**src/rtl/note_lane_engine_if.sv**
```systemverilog
// Signal bundle between the rhythm-game core and its host: round control,
// chart/period setup, lane buttons, the visible window and the scoreboard.
interface note_lane_engine_if #(
    parameter int LANES     = 2,
    parameter int CHART_LEN = 32,
    parameter int VIS_LEN   = 8,
    parameter int SPEED_W   = 23,
    parameter int CNT_W     = 8
);
    logic                         start;
    logic [LANES*CHART_LEN-1:0]   chart;
    logic [SPEED_W-1:0]           period;
    logic [LANES-1:0]             buttons;
    logic [LANES*VIS_LEN-1:0]     window;
    logic                         hit_pulse;
    logic                         miss_pulse;
    logic [CNT_W-1:0]             score;
    logic [CNT_W-1:0]             hits;
    logic [CNT_W-1:0]             misses;
    logic [CNT_W-1:0]             combo;
    logic                         busy;
    logic                         done;
    logic                         finish;

    modport master (
        output start, chart, period, buttons,
        input  window, hit_pulse, miss_pulse, score, hits, misses, combo,
               busy, done, finish
    );

    modport slave (
        input  start, chart, period, buttons,
        output window, hit_pulse, miss_pulse, score, hits, misses, combo,
               busy, done, finish
    );
endinterface

```
**src/rtl/note_lane_engine.sv**
```systemverilog
// N-lane rhythm-game core: scrolls a latched chart through a window at a
// programmable beat period and scores button presses against column 0.
module note_lane_engine #(
    parameter int LANES       = 2,
    parameter int CHART_LEN   = 32,
    parameter int VIS_LEN     = 8,
    parameter int SPEED_W     = 23,
    parameter int CNT_W       = 8,
    parameter int COMBO_BONUS = 4
) (
    input  logic               hwclk,
    input  logic               reset,
    note_lane_engine_if.slave  bus
);
    localparam int IDX_W = $clog2(CHART_LEN + VIS_LEN + 1);
    localparam int NW    = $clog2(2 * LANES + 1);
    localparam logic [CNT_W-1:0] CNT_MAX   = '1;
    localparam logic [CNT_W:0]   BONUS     = (CNT_W+1)'(COMBO_BONUS);
    localparam logic [IDX_W-1:0] LAST_TICK = IDX_W'(CHART_LEN + VIS_LEN - 1);

    typedef enum logic [1:0] {IDLE, PLAY, DONE} state_t;

    state_t                     state_reg, state_next;
    logic                       start_acc, play, tick, final_tick;
    logic [LANES*CHART_LEN-1:0] chart_reg;
    logic [SPEED_W-1:0]         period_reg, beat_reg;
    // Note index and tick count advance together, so one register serves both.
    logic [IDX_W-1:0]           idx_reg;
    logic [LANES-1:0]           btn_prev_reg, rise, hit, miss;
    logic [LANES*VIS_LEN-1:0]   window_reg, window_next;
    logic [CNT_W-1:0]           score_reg, hits_reg, misses_reg, combo_reg;
    logic                       hit_pulse_reg, miss_pulse_reg;
    logic                       busy_reg, done_reg, finish_reg;
    logic [NW-1:0]              nh, nm, points;

    function automatic logic [CNT_W-1:0] sat_add(input logic [CNT_W-1:0] a,
                                                 input logic [NW-1:0] b);
        logic [CNT_W+NW:0] s;
        s = (CNT_W+NW+1)'(a) + (CNT_W+NW+1)'(b);
        return (s > (CNT_W+NW+1)'(CNT_MAX)) ? CNT_MAX : s[CNT_W-1:0];
    endfunction

    assign play       = (state_reg == PLAY);
    assign start_acc  = bus.start && (state_reg == IDLE || state_reg == DONE);
    assign tick       = play && (beat_reg == period_reg - 1'b1);
    assign final_tick = tick && (idx_reg == LAST_TICK);
    assign rise       = bus.buttons & ~btn_prev_reg;

    genvar gi;
    generate
        for (gi = 0; gi < LANES; gi++) begin : g_lane
            logic [VIS_LEN-1:0]   lane_win, lane_shift, lane_next;
            logic [2**IDX_W-1:0]  lane_chart;
            logic                 col0;

            assign lane_win   = window_reg[gi*VIS_LEN +: VIS_LEN];
            // Zero padding past the chart end feeds empty columns once idx runs out.
            assign lane_chart = {{(2**IDX_W-CHART_LEN){1'b0}},
                                 chart_reg[gi*CHART_LEN +: CHART_LEN]};
            assign col0       = lane_win[0];
            assign hit[gi]    = play && rise[gi] && col0;
            assign miss[gi]   = (play && rise[gi] && !col0) ||
                                (tick && col0 && !hit[gi]);

            if (VIS_LEN > 1) begin : g_shift
                assign lane_shift = {lane_chart[idx_reg], lane_win[VIS_LEN-1:1]};
            end else begin : g_single
                assign lane_shift = lane_chart[idx_reg];
            end

            // A hit forces column 0 empty even when a tick shifts in the same cycle.
            assign lane_next = (tick ? lane_shift : lane_win) & ~VIS_LEN'(hit[gi]);
            assign window_next[gi*VIS_LEN +: VIS_LEN] = lane_next;
        end
    endgenerate

    always_comb begin
        nh = '0;
        nm = '0;
        for (int l = 0; l < LANES; l++) begin
            nh = nh + NW'(hit[l]);
            nm = nm + NW'(miss[l]);
        end
        points = ({1'b0, combo_reg} >= BONUS) ? (nh << 1) : nh;
    end

    always_ff @(posedge hwclk) begin
        if (reset) state_reg <= IDLE;
        else       state_reg <= state_next;
    end

    always_comb begin
        state_next = state_reg;
        case (state_reg)
            IDLE:    if (bus.start) state_next = PLAY;
            PLAY:    if (final_tick) state_next = DONE;
            DONE:    if (bus.start) state_next = PLAY;
            default: state_next = IDLE;
        endcase
    end

    always_ff @(posedge hwclk) begin
        if (reset) begin
            chart_reg      <= '0;
            period_reg     <= '0;
            beat_reg       <= '0;
            idx_reg        <= '0;
            btn_prev_reg   <= '0;
            window_reg     <= '0;
            score_reg      <= '0;
            hits_reg       <= '0;
            misses_reg     <= '0;
            combo_reg      <= '0;
            hit_pulse_reg  <= 1'b0;
            miss_pulse_reg <= 1'b0;
            busy_reg       <= 1'b0;
            done_reg       <= 1'b0;
            finish_reg     <= 1'b0;
        end else begin
            btn_prev_reg <= start_acc ? '0 : bus.buttons;
            busy_reg     <= (state_next == PLAY);
            done_reg     <= (state_next == DONE);
            finish_reg   <= final_tick;
            if (start_acc) begin
                chart_reg      <= bus.chart;
                period_reg     <= (bus.period == '0) ? SPEED_W'(1) : bus.period;
                beat_reg       <= '0;
                idx_reg        <= '0;
                window_reg     <= '0;
                score_reg      <= '0;
                hits_reg       <= '0;
                misses_reg     <= '0;
                combo_reg      <= '0;
                hit_pulse_reg  <= 1'b0;
                miss_pulse_reg <= 1'b0;
            end else begin
                window_reg <= window_next;
                if (play) beat_reg <= tick ? '0 : beat_reg + 1'b1;
                if (tick) idx_reg <= idx_reg + 1'b1;
                hit_pulse_reg  <= (nh != '0);
                miss_pulse_reg <= (nm != '0);
                hits_reg       <= sat_add(hits_reg, nh);
                misses_reg     <= sat_add(misses_reg, nm);
                score_reg      <= sat_add(score_reg, points);
                combo_reg      <= (nm != '0) ? '0 : sat_add(combo_reg, nh);
            end
        end
    end

    assign bus.window     = window_reg;
    assign bus.hit_pulse  = hit_pulse_reg;
    assign bus.miss_pulse = miss_pulse_reg;
    assign bus.score      = score_reg;
    assign bus.hits       = hits_reg;
    assign bus.misses     = misses_reg;
    assign bus.combo      = combo_reg;
    assign bus.busy       = busy_reg;
    assign bus.done       = done_reg;
    assign bus.finish     = finish_reg;
endmodule
```
**src/flat_wrapper.sv**
```systemverilog
// flat-port wrapper written by rule: the top's interface ports become plain ports
module note_lane_engine_flat 
#(
    parameter int LANES       = 2,
    parameter int CHART_LEN   = 32,
    parameter int VIS_LEN     = 8,
    parameter int SPEED_W     = 23,
    parameter int CNT_W       = 8,
    parameter int COMBO_BONUS = 4
)
  (hwclk, reset, bus_start, bus_chart, bus_period, bus_buttons, bus_window, bus_hit_pulse, bus_miss_pulse, bus_score, bus_hits, bus_misses, bus_combo, bus_busy, bus_done, bus_finish);
  note_lane_engine_if #(.LANES(LANES), .CHART_LEN(CHART_LEN), .VIS_LEN(VIS_LEN), .SPEED_W(SPEED_W), .CNT_W(CNT_W)) bus_i ();
  input  logic hwclk;
  input  logic reset;
  input wire logic [$bits(bus_i.start)-1:0] bus_start;
  input wire logic [$bits(bus_i.chart)-1:0] bus_chart;
  input wire logic [$bits(bus_i.period)-1:0] bus_period;
  input wire logic [$bits(bus_i.buttons)-1:0] bus_buttons;
  output wire logic [$bits(bus_i.window)-1:0] bus_window;
  output wire logic [$bits(bus_i.hit_pulse)-1:0] bus_hit_pulse;
  output wire logic [$bits(bus_i.miss_pulse)-1:0] bus_miss_pulse;
  output wire logic [$bits(bus_i.score)-1:0] bus_score;
  output wire logic [$bits(bus_i.hits)-1:0] bus_hits;
  output wire logic [$bits(bus_i.misses)-1:0] bus_misses;
  output wire logic [$bits(bus_i.combo)-1:0] bus_combo;
  output wire logic [$bits(bus_i.busy)-1:0] bus_busy;
  output wire logic [$bits(bus_i.done)-1:0] bus_done;
  output wire logic [$bits(bus_i.finish)-1:0] bus_finish;
  assign bus_i.start = bus_start;
  assign bus_i.chart = bus_chart;
  assign bus_i.period = bus_period;
  assign bus_i.buttons = bus_buttons;
  assign bus_window = bus_i.window;
  assign bus_hit_pulse = bus_i.hit_pulse;
  assign bus_miss_pulse = bus_i.miss_pulse;
  assign bus_score = bus_i.score;
  assign bus_hits = bus_i.hits;
  assign bus_misses = bus_i.misses;
  assign bus_combo = bus_i.combo;
  assign bus_busy = bus_i.busy;
  assign bus_done = bus_i.done;
  assign bus_finish = bus_i.finish;
  note_lane_engine #(.LANES(LANES), .CHART_LEN(CHART_LEN), .VIS_LEN(VIS_LEN), .SPEED_W(SPEED_W), .CNT_W(CNT_W), .COMBO_BONUS(COMBO_BONUS)) u_core (.hwclk(hwclk), .reset(reset), .bus(bus_i));
endmodule
```
**config.mk**
```make
export PLATFORM = sky130hd
export DESIGN_NAME = note_lane_engine_flat
export DESIGN_NICKNAME = d
export VERILOG_FILES = /design/src/rtl/note_lane_engine_if.sv /design/src/rtl/note_lane_engine.sv /design/src/flat_wrapper.sv
export SDC_FILE = /design/constraint.sdc
export NUM_CORES = 1
export LEC_CHECK = 0
export CAP_MARGIN = 5
export CORE_AREA = 3 3 176 126
export DETAILED_ROUTE_END_ITERATION = 12
export DIE_AREA = 0 0 179 129
export PLACE_DENSITY = 0.65
export SETUP_SLACK_MARGIN = 0.4
export SYNTH_ARGS = -nofsm -noshare
export SYNTH_HDL_FRONTEND = slang
export SYNTH_SLANG_ARGS = --single-unit
```
**constraint.sdc**
```tcl
create_clock -name hwclk -period 4.25 [get_ports hwclk]
set_clock_uncertainty 0.05 [all_clocks]
set_input_delay 0.85 -clock hwclk [delete_from_list [all_inputs] [get_ports hwclk]]
set_output_delay 0.85 -clock hwclk [all_outputs]
set_load 0.005 [all_outputs]
```
* After elaboration in Yosys (flattened, before gate mapping) *
Index checks and enable logic that the tools add are counted.

storage, ports and cells
  register bits = 173
  bits of input ports = 92
  output and inout port bits = 53
  word-level logic and storage cells = 86

operators by class
  add/sub/neg operators = 9
  order comparisons = 6
  equal/unequal tests = 6
  mux-type cells = 16
  bitwise gates (word level) = 6
  reductions and logical operators = 27

operator list
  cell                     count
  $gt A12 B8 Y1 const B    4
  $mux W8                  6
  $mux W23                 2
  $add A8 B3 Y9            4
  $add A23 B1 Y23 const B  1
  $eq A23 B23 Y1           1
  $logic_not A23 Y1        1
  $sub A23 B1 Y23 const B  1
  $and A8 B8 Y8            2
  $not A1 Y8               2
  $logic_and A1 B1 Y1      13
  $bmux W1 S6              2
  $ge A8 B3 Y1 const B     1
  $lt A6 B7 Y1 const B     1
  $add A6 B1 Y6 const B    1
  $eq A6 B6 Y1 const B     1
  $reduce_bool A3 Y1       2
  $add A1 B1 Y2            2
  $eq A2 B1 Y1 const B     2
  $eq A2 B2 Y1 const B     2
  $logic_not A1 Y1         4
  $mux W2                  2
  $pmux W2 S2              1
  $reduce_or A2 Y1         2
  other kinds (7)          10

* Depth between registers and ports, before layout *
Gate-level depths: netlist (run 1).

  word-level depth = 11
  gate-level depth with buffers = 19
  depth with buffers taken out = 17

* Worst setup path after synthesis (run 1) *
OpenSTA, ideal clock, no wires.

  path type = reg2reg
  from = register u_core.period_reg[0]
  to = register u_core.misses_reg[0] (netlist: u_core.bus.misses[0])
  library setup time = 0.070 ns
  data arrival time = 4.170 ns
  data required time = 4.130 ns
  path slack = -0.041 ns
  stages on the path, launching flop included = 20
  buffers on the path = 2
  period minus slack after synthesis = 4.291 ns
  path through = dfxtp_1 inv_1 ha_1 nor4b_4 nand4_1 or4_1 a211oi_2 nor2_1 or3_1 buf_6 buf_6 o21a_1 ha_1 ha_1 inv_1 fa_1 nand2b_1 nor2_1 nand3_1 a21oi_1

on the way
  word-level cells in the longest chain between the ends = 10
  elaborated cells on any way between the ends = 13

RTL lines
  item                               RTL line                 RTL
  from (decl)                        note_lane_engine.sv:26   logic [SPEED_W-1:0] period_reg, beat_reg;
  from (signal assigned)             note_lane_engine.sv:126  period_reg <= (bus.period == '0) ? SPEED_W'(1) : bus.period;
  $sub A23 B1 Y23 *                  note_lane_engine.sv:45   assign tick = play && (beat_reg == period_reg - 1'b1);
  $eq A23 B23 Y1 *                   note_lane_engine.sv:45
  $logic_and A1 B1 Y1 *              note_lane_engine.sv:45
  $logic_and A1 B1 Y1 (2 in series)  note_lane_engine.sv:63   (tick && col0 && !hit[gi]);
  $logic_or A1 B1 Y1                 note_lane_engine.sv:62   assign miss[gi] = (play && rise[gi] && !col0) ||
  $add A1 B1 Y2 *                    note_lane_engine.sv:82   nm = nm + NW'(miss[l]);
  $add A8 B3 Y9 *                    note_lane_engine.sv:39   s = (CNT_W+NW+1)'(a) + (CNT_W+NW+1)'(b);
  $gt A12 B8 Y1                      note_lane_engine.sv:40   return (s > (CNT_W+NW+1)'(CNT_MAX)) ? CNT_MAX : s[CNT_W-1:0];
  $mux W8 *                          note_lane_engine.sv:40
  to (signal assigned)               note_lane_engine.sv:143  misses_reg <= sat_add(misses_reg, nm);
  to (decl)                          note_lane_engine.sv:31   logic [CNT_W-1:0] score_reg, hits_reg, misses_reg, combo_reg;

Every way passes the cells marked *; elsewhere a longest branch is shown, timed or not.
A chain may end at the register's enable or synchronous reset.

* Worst setup path after layout (run 1) *
Ends and elaborated chain as after synthesis.

==> reports/qor_table.md, run 1 <==
| Step | Parameter | Value |
|---|---|---|
| place | Post-detailed-placement cell area | 9900 um2 |
| logic synthesis | Post-synthesis cell type count | 67 |
| layout | Layout overhead on the synthesized area | 33.5% |
| place | Number of port buffers | 144 |
| hold path | Hold worst-path end | u_core.chart_reg[34] |
| layout | Flip-flop count of the largest register, all copies and words added | 64 |
| route | Average wire per cell in the routed design | 16.6 um |
| clock network | Number of buffers created by CTS | 17 |
| floorplan | Standard cell core area | 20,600 um2 |
| global routing | Number of antenna violations at the first check in global routing | 0 |
| route | Post-detailed-route count of antenna-violating nets | 0 |
| clock network | Worst-case clock buffer depth | 2 |
| logic synthesis | Largest cells by area after synthesis | dfxtp_1 (42%), a22o_1 (9.1%), mux4_2 (5.5%), xor2_1 (3.4%), xnor2_1 (3.0%) |
| logic synthesis | Sequential cell area fraction in the yosys report | 42.2% |
| route | Total length of routed met2 wires | 8.90 mm |
| sta | Slew HR | 39.3% |
| power | Worst ir drop on vdd | 0.245 mV |
| layout | Number of non-filler instances in the completed layout | 1,263 |
| sta | Pin slew with the least headroom to its limit | 0.909 ns |
| sta | Highest attainable clock frequency | 0.242 GHz |
| logic synthesis | Count of yosys warnings during synthesis | 0 |
| setup path | Crit Reg-Reg Endpoint | u_core.bus.misses[0] |
| power | Leakage component of the power | 4.18 nW |
| sta | Post-route fraction of the period consumed by the critical path | 97.4% |
| logic synthesis | Cell taking the most area after synthesis | dfxtp_1 |
| clock network | Clock tree from TritonCTS | built |
| setup path | Worst EP arrival | 4.45 ns |
| global routing | Total Routing Usage GR | 18.5% |
| logic synthesis | Asr flop ratio synth | 0% |
| power | Total power divided by cell area | 350 nW/um2 |
| logic synthesis | Synth Flop Type | dfxtp_1 |
| place | Number of placed instances, taps included | 1,202 |
| place | Routability cong. | 0.936 |
| layout | Fraction of layout cells with a size suffix above 1 | 16.6% |
| clock network | TritonCTS Sinks | 173 |
| setup path | Critical Path RT | 4.56 ns |
| logic synthesis | Average cell area after synthesis | 9.88 um2 |
| layout | Area of the multi-input gates | 4540 um2 |
| clock network | Number of hold buffers added after cts | 0 |
| sta | Number of max-slew violations in the final report | 0 |
| route | Metal1 wirelength | 10.5 mm |
| floorplan | Die Width | 179 um |
| clock network | Number of levels the H-tree was split into | 4 |
| setup path | Startpoint class of the critical path | flip-flop |
| clock network | Clock transition at the registers of the reported paths | 0.07 ns |
| hold path | Hold Path Origin | u_core.chart_reg[34] |
| setup path | Type of destination of the critical path | flip-flop |
| sta | Hold_ws | 0.428 ns |
| layout | Number of nets in the finished design | 1,086 |
| route | Top routing layer in use | met4 |
| logic synthesis | Most frequent cells after synthesis | dfxtp_1 (173), a22o_1 (85), nor2_1 (59) |
| layout | Number of inserted diodes | 0 |
| floorplan | Ports | 145 |
| layout | Final core occ | 53.0% |
| sta | Final critical path time including I/O delays and setup | 4.14 ns |
| route | DR WL met3 | 1.37 mm |
| hold path | Worst hold-check path type | reg2reg |
| floorplan | Overall die height | 129 um |
| logic synthesis | Post-synth top area share | 42.2% |
| sta | Worst path setup slack after routing | 0.110 ns |
| setup path | Critical path type | reg2reg |
| global routing | Remaining Overflow, GRT | 0 |
| setup path | Critical-path maximum fanout | 6 |
| sta | Sum of negative setup slack | 0 ns |
| sta | Setup Viol. Count Final | 0 |
| hold path | Worst hold path cell count | 1 |
| floorplan | Initial standard-cell utilization of the core | 39.7% |
| layout | Non-Filler Cell Area, Final | 10,900 um2 |
| job | Number of maximum-capacitance constraint violations | 0 |
| route | Number of DRC markers after the initial detailed-route iteration | 454 |
| layout | Number of inserted filler cells in the final layout | 1,845 |
| logic synthesis | Synth Instances | 830 |
| route | Total vias in the final route | 6,694 |
| setup path | Worst reg2reg path depth | 16 |
| outcome | Outcome | finished clean |
| logic synthesis | EDFF count, synth | 0 |
| clock network | Root buffer cell | clkbuf_16 |
| layout | Seq. cell area | 3470 um2 |
| setup path | Reg2Reg Launch Point | u_core.period_reg[0] |
| setup path | Worst R2R Setup Slack | 0.11 ns |
| global routing | First-pass GRT wire length | 33.7 mm |
| power | Power Total | 3.83 mW |
| place | Total half-perimeter wirelength after legalization and detailed placement | 15.1 mm |
| route | DR vias/cell | 5.30 |
| route | Number of detailed-routing iterations run before antenna repair | 5 |
| floorplan | Die area | 23,100 um2 |
| floorplan | Number of cell rows | 44 |
| clock network | Clock latency of the later-clocked register in the worst-skew pair | 0.43 ns |
| logic synthesis | Syn Nets | 942 |
| route | DRC violations left | 0 |
| sta | Unrepaired setup endpoints after global routing | true |
| global routing | Pin count of the biggest net entering global routing | 63 |
| logic synthesis | Most common cell in the synthesized netlist | dfxtp_1 |
| route | Wire length after detailed routing | 21.0 mm |
| global routing | Vias in the first global route | 6,277 |
| logic synthesis | Syn Std Cell Area | 8200 um2 |
| sta | Count of final hold-check violations | 0 |
| place | Pre-CTS setup slack | -0.0346 ns |
| logic synthesis | Synthesis-stage register bit count | 173 |
where the power goes:
| part | total [mW] | switching (mW) | internal (mW) | leakage, nW |
|---|---|---|---|---|
| Clock | 1.54 | 0.735 | 0.800 | 0.289 |
| Combinational | 0.561 | 0.266 | 0.295 | 2.48 |
| Sequential | 1.74 | 0.0506 | 1.69 | 1.41 |
critical path: stages, from the launching register on:
cell      delay [ns]
dfxtp_4         0.36
nor2_1          0.42
nand3_2         0.19
or4b_1          0.58
a211oi_2        0.26
buf_4           0.15
nor2_2          0.03
or3_4           0.37
o21a_1          0.22
ha_4            0.28
ha_4            0.13
inv_2           0.04
fa_2            0.36
nand2b_4        0.19
nor2_4          0.13
nand3_4         0.14
a21oi_2         0.16
layout make-up:
class / instances / area share (%)
tap: 276 / 3.15
clock inverter: 14 / 1.34
clock buffer: 18 / 4.01
multi-input combinational: 562 / 41.5
inverter: 24 / 0.846
sequential: 173 / 31.7
timing repair buffer: 196 / 17.5
per-layer routing:
metal	global-route usage, %	vias to the layer above
li1	-	3323
met1	27.8	3152
met2	25.8	195
met3	5.10	24
met4	4.85	0
met5	0	-
cell usage in the layout (no fill, tap or decap), types with 13 or more instances in the layout:
| cell type | instances |
|---|---|
| clkbuf_16 | 17 |
| xor2_1 | 32 |
| clkdlybuf4s50_1 | 144 |
| nand4_1 | 19 |
| nand2_1 | 49 |
| nand3_1 | 24 |
| xnor2_1 | 26 |
| mux4_2 | 20 |
| buf_6 | 15 |
| dfxtp_1 | 169 |
| nor2b_1 | 13 |
| buf_4 | 34 |
| a22o_1 | 85 |
| inv_1 | 21 |
| nor4_1 | 14 |
| mux2i_1 | 22 |
| nor2_1 | 55 |
| a21oi_1 | 30 |
cell families after synthesis:
| family | after synthesis | synth area share [%] |
|---|---|---|
| AND/OR/NAND/NOR | 264 | 17.6 |
| flip-flops | 173 | 42.2 |
| AO/OA/AOI/OAI | 174 | 16.2 |
| XOR/XNOR | 61 | 6.70 |
| multiplexers | 43 | 8.31 |
| buffers and inverters | 95 | 5.57 |
| adder cells (fa/ha/maj) | 20 | 3.42 |
worst max-delay path by stage:
| stage | start | end | depth (start not counted) |
|---|---|---|---|
| after detailed placement | u_core.period_reg[0] | u_core.bus.misses[3] | 17 |
| after global placement | u_core.period_reg[0] | u_core.bus.misses[5] | 17 |
| after floorplan | u_core.period_reg[0] | u_core.bus.misses[0] | 19 |
| final | u_core.period_reg[0] | u_core.bus.misses[0] | 16 |
| after CTS | u_core.period_reg[0] | u_core.bus.misses[2] | 18 |
| after global routing | u_core.period_reg[0] | u_core.bus.misses[0] | 16 |
repair_timing:
item                                    4_1_cts  5_1_grt
gates resized for setup                      14       40
cloned                                        1        0
pin swaps                                    19       17
endpoints found under the setup margin        8       20
endpoints found under the hold margin         0        0
setup buffers                                23        5
Note: power is estimated with default switching activity, not from simulation.
==> run 2: changes to the inputs <==
--- a/config.mk
+++ b/config.mk
@@ -9,7 +9,6 @@
 export CORE_AREA = 3 3 176 126
 export DETAILED_ROUTE_END_ITERATION = 12
 export DIE_AREA = 0 0 179 129
-export PLACE_DENSITY = 0.65
 export SETUP_SLACK_MARGIN = 0.4
 export SYNTH_ARGS = -nofsm -noshare
 export SYNTH_HDL_FRONTEND = slang
==> constraint.sdc (replaced) <==
create_clock -name hwclk -period 4.15 [get_ports hwclk]
set_clock_uncertainty 0.05 [all_clocks]
set_input_delay 0.83 -clock hwclk [delete_from_list [all_inputs] [get_ports hwclk]]
set_output_delay 0.83 -clock hwclk [all_outputs]
set_load 0.005 [all_outputs]
==> run 2 against run 1 <==
  * Register-to-register slack got worse by 0.03 ns
  * First-iteration DRC count fell by 14%
  * Setup slack got worse by 0.031 ns
  * Power rose by 2.8%
  * Flip-flop and latch count did not move
  * Wire length rose by 1.7%
  * Final cell count fell by 0.24%
  * Final area fell by 1.4%
  * Sequential power rose by 2%
  * Combinational power rose by 3.6%
==> reports/qor_table.md, run 2 (synthesis results as in run 1) <==
| Step | Parameter | Value | Change |
|---|---|---|---|
| route | DR vias/cell | 5.27 | was 5.30 |
| route | Number of detailed-routing iterations run before antenna repair | 6 | was 5 |
| route | Post-detailed-route count of antenna-violating nets | 0 | unchanged |
| floorplan | Overall die height | 129 um | unchanged |
| setup path | Startpoint class of the critical path | flip-flop | unchanged |
| power | Leakage component of the power | 4.10 nW | was 4.18 nW |
| route | Number of DRC markers after the initial detailed-route iteration | 391 | was 454 |
| global routing | Pin count of the biggest net entering global routing | 76 | was 63 |
| clock network | Clock transition at the registers of the reported paths | 0.07 ns | about the same |
| route | Average wire per cell in the routed design | 17.0 um | was 16.6 um |
| sta | Unrepaired setup endpoints after global routing | true | unchanged |
| sta | Number of max-slew violations in the final report | 0 | unchanged |
| global routing | Total Routing Usage GR | 18.3% | was 18.5% |
| place | Routability cong. | 0.947 | was 0.936 |
| layout | Number of nets in the finished design | 1,083 | was 1,086 |
| place | Post-detailed-placement cell area | 9950 um2 | was 9900 um2 |
| floorplan | Number of cell rows | 44 | unchanged |
| clock network | Number of buffers created by CTS | 17 | unchanged |
| route | DRC violations left | 0 | unchanged |
| global routing | First-pass GRT wire length | 33.4 mm | was 33.7 mm |
| layout | Commonest cells after routing, fill and taps aside | dfxtp_1 (170), clkdlybuf4s50_1 (144), a22o_1 (85) | was dfxtp_1 (169), clkdlybuf4s50_1 (144), a22o_1 (85) |
| sta | Final critical path time including I/O delays and setup | 4.07 ns | was 4.14 ns |
| layout | Layout overhead on the synthesized area | 31.7% | was 33.5% |
| setup path | Type of destination of the critical path | flip-flop | unchanged |
| floorplan | Ports | 145 | unchanged |
| power | Power Total | 3.94 mW | was 3.83 mW |
| clock network | Clock tree from TritonCTS | built | unchanged |
| sta | Pin slew with the least headroom to its limit | 0.969 ns | was 0.909 ns |
| clock network | Number of levels the H-tree was split into | 4 | unchanged |
| setup path | Library cell appearing most often on the critical path | buf_4 | was ha_4 |
| clock network | Root buffer cell | clkbuf_16 | unchanged |
| place | Number of port buffers | 144 | unchanged |
| outcome | Outcome | finished clean | unchanged |
| sta | Setup Viol. Count Final | 0 | unchanged |
| layout | Non-Filler Cell Area, Final | 10,800 um2 | was 10,900 um2 |
| layout | Number of inserted filler cells in the final layout | 1,890 | was 1,845 |
| sta | Post-route fraction of the period consumed by the critical path | 98.1% | was 97.4% |
| clock network | Clock latency of the later-clocked register in the worst-skew pair | 0.43 ns | about the same |
| place | Total half-perimeter wirelength after legalization and detailed placement | 15.3 mm | was 15.1 mm |
| floorplan | Initial standard-cell utilization of the core | 39.7% | unchanged |
| floorplan | Die Width | 179 um | unchanged |
| clock network | Number of hold buffers added after cts | 0 | unchanged |
| hold path | Worst hold-check path type | reg2reg | unchanged |
| global routing | Number of antenna violations at the first check in global routing | 0 | unchanged |
| clock network | TritonCTS Sinks | 173 | unchanged |
| global routing | Remaining Overflow, GRT | 0 | unchanged |
| setup path | Critical path type | reg2reg | unchanged |
| setup path | Bufs and invs on worst path | 6 | was 2 |
| sta | Highest attainable clock frequency | 0.246 GHz | was 0.242 GHz |
| setup path | Crit-path slowest cell | or3_4 | was or4b_1 |
| job | Number of maximum-capacitance constraint violations | 0 | unchanged |
| floorplan | Die area | 23,100 um2 | unchanged |
| power | Total power divided by cell area | 365 nW/um2 | was 350 nW/um2 |
| setup path | Critical path cell sequence | inv_2, ha_4, nor4b_4, buf_4, buf_4, buf_4, buf_6, a32oi_2, a21oi_2, nand4_1, nand4bb_1, or3_4, o21a_1, ha_1, ha_2, inv_2, fa_2, nand2b_4, nor2_4, nand3_4, a21oi_2 | was nor2_1, nand3_2, or4b_1, a211oi_2, buf_4, nor2_2, or3_4, o21a_1, ha_4, ha_4, inv_2, fa_2, nand2b_4, nor2_4, nand3_4, a21oi_2 |
| layout | Most common cell after layout, fill and taps aside | dfxtp_1 | unchanged |
| global routing | Vias in the first global route | 6,262 | was 6,277 |
| route | Wire length after detailed routing | 21.4 mm | was 21.0 mm |
| setup path | Critical-path maximum fanout | 6 | unchanged |
| sta | Slew HR | 35.3% | was 39.3% |
| layout | Number of inserted diodes | 0 | unchanged |
| layout | Fraction of layout cells with a size suffix above 1 | 15.2% | was 16.6% |
| sta | Count of final hold-check violations | 0 | unchanged |
| setup path | CP top delay family | simple AND/OR/NAND/NOR gates | unchanged |
| clock network | Worst-case clock buffer depth | 2 | unchanged |
| route | Total vias in the final route | 6,637 | was 6,694 |
| layout | Flip-flop count of the largest register, all copies and words added | 64 | unchanged |
| setup path | Worst EP arrival | 4.39 ns | was 4.45 ns |
| power | Worst ir drop on vdd | 0.262 mV | was 0.245 mV |
| setup path | Critical Path RT | 4.47 ns | was 4.56 ns |
| setup path | Biggest cell delay along the critical path | 0.44 ns | was 0.58 ns |
| floorplan | Standard cell core area | 20,600 um2 | unchanged |
run 2: cell count changes in the layout (fill, tap and decap cells not counted), moves of 2 or more:
| cell | previous run | this run |
|---|---|---|
| a21oi_1 | 30 | 33 |
| clkinvlp_4 | 0 | 2 |
| nor3_1 | 12 | 14 |
| nor2_2 | 2 | 0 |
| buf_4 | 34 | 46 |
| or4_4 | 4 | 2 |
| a21oi_2 | 7 | 4 |
| clkinv_4 | 3 | 1 |
| or4_1 | 3 | 5 |
| nor3_4 | 3 | 0 |
| buf_6 | 15 | 2 |
run 2: routing by layer:
layer / track usage (%) / vias up / part of all wire (%)
li1: - / 3323 / -
met1: 27.7 / 3091 / 51
met2: 24.9 / 190 / 41
met3: 5.99 / 33 / 6.8
met4: 4.67 / 0 / 1.4
met5: 0 / - / 0
run 2: path summary, 6_finish.rpt:
kind	slack [ns]	end	depth (start not counted)	startpoint
setup / recovery	0.08	u_core.bus.misses[5]	21	u_core.period_reg[0]
hold / removal	0.43	u_core.chart_reg[34]	1	u_core.chart_reg[34]
hold reg to reg	0.43	u_core.chart_reg[34]	1	u_core.chart_reg[34]
setup reg to reg	0.08	u_core.bus.misses[5]	21	u_core.period_reg[0]
run 2: worst reg2reg max path, delay by kind of cell (launching register included):
kind / cells / cell delay (ns)
AOI/OAI and AO/OA: 4 / 0.64
adders and majority gates: 4 / 0.96
buffers and inverters: 6 / 0.53
DFF: 1 / 0.34
and+or+nand+nor: 7 / 1.47
run 2: report_power, final:
group,switching [mW],internal (mW)
Combinational,0.278,0.303
Sequential,0.0492,1.73
Clock,0.735,0.850
Total,1.06,2.88
run 2: area by class of cell:
| class | count | area, um2 | share of cell area, % |
|---|---|---|---|
| Inverter | 24 | 90.1 | 0.834 |
| Clock inverter | 14 | 149 | 1.38 |
| Timing Repair Buffer | 193 | 1830 | 16.9 |
| Sequential cell | 173 | 3470 | 32.1 |
| Multi-Input combinational cell | 562 | 4490 | 41.5 |
| Clock buffer | 18 | 429 | 3.97 |
| Tap cell | 276 | 345 | 3.20 |
run 2: per-stage QoR:
step	TNS (ns)	setup slack [ns]	utilization (%)	hold WS (ns)	instances
2_1_floorplan	0	0.133	-	0.394	830
3_3_place_gp	-0.152	-0.0264	48.2	0.406	1211
3_5_place_dp	-0.484	-0.0767	48.2	0.411	1211
4_1_cts	0	0.0602	51.4	0.430	1251
5_1_grt	-0.251	-0.0608	52.3	0.440	1260
6_report	0	0.0792	52.3	0.430	1260
run 2: repair_timing:
item / 4_1_cts / 5_1_grt
setup endpoints to repair: 8 / 13
buffers inserted: 8 / 9
gates cloned: 0 / 0
pin swaps: 5 / 16
resized for setup: 6 / 20
==> run 3: changes to the inputs <==
--- a/config.mk
+++ b/config.mk
@@ -9,7 +9,8 @@
 export CORE_AREA = 3 3 176 126
 export DETAILED_ROUTE_END_ITERATION = 12
 export DIE_AREA = 0 0 179 129
-export SETUP_SLACK_MARGIN = 0.4
+export DONT_BUFFER_PORTS = 1
+export SETUP_SLACK_MARGIN = 0.15
 export SYNTH_ARGS = -nofsm -noshare
 export SYNTH_HDL_FRONTEND = slang
 export SYNTH_SLANG_ARGS = --single-unit
==> run 3 against run 2 <==
  * Register-to-register slack better by 0.08 ns
  * Flip-flop and latch count unchanged
  * Power down 1.3%
  * Critical path depth down 4
  * Sequential power about the same
  * Final cell count down 12%
  * Count of clock-buffer cells in the layout down 1
  * Sequential share of layout area up 5.1 points
  * Hold slack worse by 0.033 ns
  * Final area down 14%
  * Die area unchanged
  * Non-clock buffer count down 154
  * Largest cell class unchanged
  * Largest power group unchanged
==> reports/qor_table.md, run 3 (synthesis results as in run 1) <==
| Step | Parameter | Value | Change |
|---|---|---|---|
| layout | Fraction of layout cells with a size suffix above 1 | 17.1% | was 15.2% |
| global routing | Number of antenna violations at the first check in global routing | 1 | was 0 |
| setup path | Critical-path maximum fanout | 6 | unchanged |
| floorplan | Ports | 145 | unchanged |
| layout | Most common cell after layout, fill and taps aside | dfxtp_1 | unchanged |
| clock network | Worst-case clock buffer depth | 2 | unchanged |
| sta | Slew HR | 37.2% | was 35.3% |
| route | Number of detailed-routing iterations run before antenna repair | 5 | was 6 |
| place | Pre-CTS setup slack | -0.00630 ns | was -0.0767 ns |
| layout | Number of inserted filler cells in the final layout | 1,890 | unchanged |
| route | DR vias/cell | 5.48 | was 5.27 |
| sta | Hold_ws | 0.396 ns | was 0.430 ns |
| setup path | Worst R2R Setup Slack | 0.16 ns | was 0.08 ns |
| global routing | Pin count of the biggest net entering global routing | 76 | unchanged |
| setup path | Reg2Reg Launch Point | u_core.period_reg[13] | was u_core.period_reg[0] |
| sta | Final critical path time including I/O delays and setup | 3.99 ns | was 4.07 ns |
| sta | Post-route fraction of the period consumed by the critical path | 96.2% | was 98.1% |
| setup path | Critical path type | reg2reg | unchanged |
| sta | Pin slew with the least headroom to its limit | 0.940 ns | was 0.969 ns |
| setup path | Launching element of the worst setup path | u_core.period_reg[13] | was u_core.period_reg[0] |
| global routing | Total Routing Usage GR | 17.7% | was 18.3% |
| place | Total half-perimeter wirelength after legalization and detailed placement | 14.8 mm | was 15.3 mm |
| setup path | Crit-path slowest cell | or3_4 | unchanged |
| route | Total vias in the final route | 6,064 | was 6,637 |
| setup path | Type of destination of the critical path | flip-flop | unchanged |
| hold path | Worst hold path cell count | 1 | unchanged |
| sta | Worst path setup slack after routing | 0.156 ns | was 0.0792 ns |
| setup path | Startpoint class of the critical path | flip-flop | unchanged |
| global routing | Remaining Overflow, GRT | 0 | unchanged |
| floorplan | Number of cell rows | 44 | unchanged |
| global routing | First-pass GRT wire length | 31.9 mm | was 33.4 mm |
| floorplan | Die Width | 179 um | unchanged |
| clock network | Number of hold buffers added after cts | 0 | unchanged |
| clock network | Clock tree from TritonCTS | built | unchanged |
| global routing | Vias in the first global route | 5,783 | was 6,262 |
| floorplan | Overall die height | 129 um | unchanged |
| clock network | Number of buffers created by CTS | 17 | unchanged |
| clock network | Clock latency of the later-clocked register in the worst-skew pair | 0.44 ns | was 0.43 ns |
| floorplan | Initial standard-cell utilization of the core | 39.7% | unchanged |
| sta | Number of max-slew violations in the final report | 0 | unchanged |
| setup path | Crit Reg-Reg Endpoint | u_core.bus.misses[1] | was u_core.bus.misses[5] |
| route | Post-detailed-route count of antenna-violating nets | 0 | unchanged |
| route | Average wire per cell in the routed design | 18.3 um | was 17.0 um |
| route | DRC violations left | 0 | unchanged |
| setup path | Worst EP arrival | 4.30 ns | was 4.39 ns |
| clock network | Clock transition at the registers of the reported paths | 0.08 ns | was 0.07 ns |
| floorplan | Die area | 23,100 um2 | unchanged |
| job | Number of maximum-capacitance constraint violations | 0 | unchanged |
| floorplan | Standard cell core area | 20,600 um2 | unchanged |
| sta | Count of final hold-check violations | 0 | unchanged |
| outcome | Outcome | finished clean | unchanged |
| power | Leakage component of the power | 3.54 nW | was 4.10 nW |
| clock network | Root buffer cell | clkbuf_16 | unchanged |
| power | Total power divided by cell area | 418 nW/um2 | was 365 nW/um2 |
| place | Number of placed instances, taps included | 1,066 | was 1,211 |
| hold path | Worst hold-check path type | in2reg | was reg2reg |
| layout | Number of non-filler instances in the completed layout | 1,106 | was 1,260 |
| layout | Number of nets in the finished design | 929 | was 1,083 |
| hold path | Hold Path Origin | reset | was u_core.chart_reg[34] |
| route | Number of DRC markers after the initial detailed-route iteration | 408 | was 391 |
| power | Worst ir drop on vdd | 0.319 mV | was 0.262 mV |
| setup path | Critical Path RT | 4.45 ns | was 4.47 ns |
| sta | Setup Viol. Count Final | 0 | unchanged |
| sta | Unrepaired setup endpoints after global routing | true | unchanged |
| clock network | TritonCTS Sinks | 173 | unchanged |
| place | Number of port buffers | 0 | was 144 |
| setup path | Critical path cell sequence | buf_4, or3_4, nor4bb_4, buf_4, nand4_1, or3b_4, nor2_2, or3_4, o21a_1, ha_1, ha_2, inv_2, fa_2, nand2b_4, nor2_4, nand3_4, a21oi_2 | was inv_2, ha_4, nor4b_4, buf_4, buf_4, buf_4, buf_6, a32oi_2, a21oi_2, nand4_1, nand4bb_1, or3_4, o21a_1, ha_1, ha_2, inv_2, fa_2, nand2b_4, nor2_4, nand3_4, a21oi_2 |
| hold path | Hold worst-path end | u_core.period_reg[0] | was u_core.chart_reg[34] |
| layout | Layout overhead on the synthesized area | 13.6% | was 31.7% |
| power | Power Total | 3.89 mW | was 3.94 mW |
| sta | Highest attainable clock frequency | 0.250 GHz | was 0.246 GHz |
| layout | Final core occ | 45.2% | was 52.3% |
| setup path | Biggest cell delay along the critical path | 0.43 ns | was 0.44 ns |
| place | Routability cong. | 0.937 | was 0.947 |
| layout | Number of inserted diodes | 0 | unchanged |
| layout | Commonest cells after routing, fill and taps aside | dfxtp_1 (169), a22o_1 (85), nor2_1 (55) | was dfxtp_1 (170), clkdlybuf4s50_1 (144), a22o_1 (85) |
| route | Wire length after detailed routing | 20.3 mm | was 21.4 mm |
| setup path | Worst reg2reg path depth | 17 | was 21 |
| layout | Flip-flop count of the largest register, all copies and words added | 64 | unchanged |
| clock network | Number of levels the H-tree was split into | 4 | unchanged |
==> run 3: cell types whose count changed in the layout (fill, tap and decap cells not counted), sizes merged <==
cell,before,now
buf,49,39
clkdlybuf4s50,144,0
inv,31,33
clkbuf,18,17
clkinvlp,2,1
==> run 3: metal layers <==
layer / wire length [um] / share of wire [%] / GRT usage [%] / vias to the layer above
met5: 13 / 0.064 / 0 / -
met4: 332 / 1.6 / 5.08 / 2
met3: 1840 / 9.0 / 8.32 / 26
met2: 8320 / 41 / 24.2 / 173
met1: 9790 / 48 / 24.8 / 2847
li1: - / - / - / 3016
==> run 3: layout make-up <==
cell class,instances,area [um2],share of cell area [%]
Clock buffer,17,425,4.56
Tap cell,276,345,3.70
Sequential cell,173,3470,37.3
Inverter,24,92.6,0.993
Clock inverter,15,194,2.08
Timing Repair Buffer,39,305,3.28
Multi-Input combinational cell,562,4490,48.1
==> run 3: per-stage QoR <==
step           area (um2)  TNS (ns)
2_1_floorplan        8250         0
3_5_place_dp         8500  -0.00929
6_report             9320         0
4_1_cts              9160         0
3_3_place_gp         8500         0
5_1_grt              9320   -0.0169
==> run 3: critical path: cells and delay by family, from the launching register on <==
| kind | cells | cell delay (ns) |
|---|---|---|
| buffers and inverters | 3 | 0.36 |
| DFF | 1 | 0.34 |
| and+or+nand+nor | 9 | 1.98 |
| AOI/OAI and AO/OA | 2 | 0.38 |
| adders and majority gates | 3 | 0.81 |
==> run 3: repair_timing <==
item                                    4_1_cts  5_1_grt
setup buffers                                 2        6
endpoints found under the hold margin         0        0
resized for setup                             5       25
endpoints found under the setup margin        8        8
pin swaps                                     3       14
==> run 3: where the power goes <==
group	switching, mW	leakage (nW)	internal (mW)
sequential	0.0541	1.41	1.73
combinational	0.244	1.83	0.217
clock	0.777	0.300	0.875
==> run 3: worst max path at each step <==
| stage | endpoint | cells past startpoint |
|---|---|---|
| after floorplan | u_core.bus.misses[0] | 19 |
| after global placement | u_core.bus.misses[5] | 17 |
| after detailed placement | u_core.bus.misses[1] | 14 |
| after CTS | u_core.bus.misses[3] | 16 |
| after global routing | u_core.bus.misses[1] | 17 |
| final | u_core.bus.misses[1] | 17 |
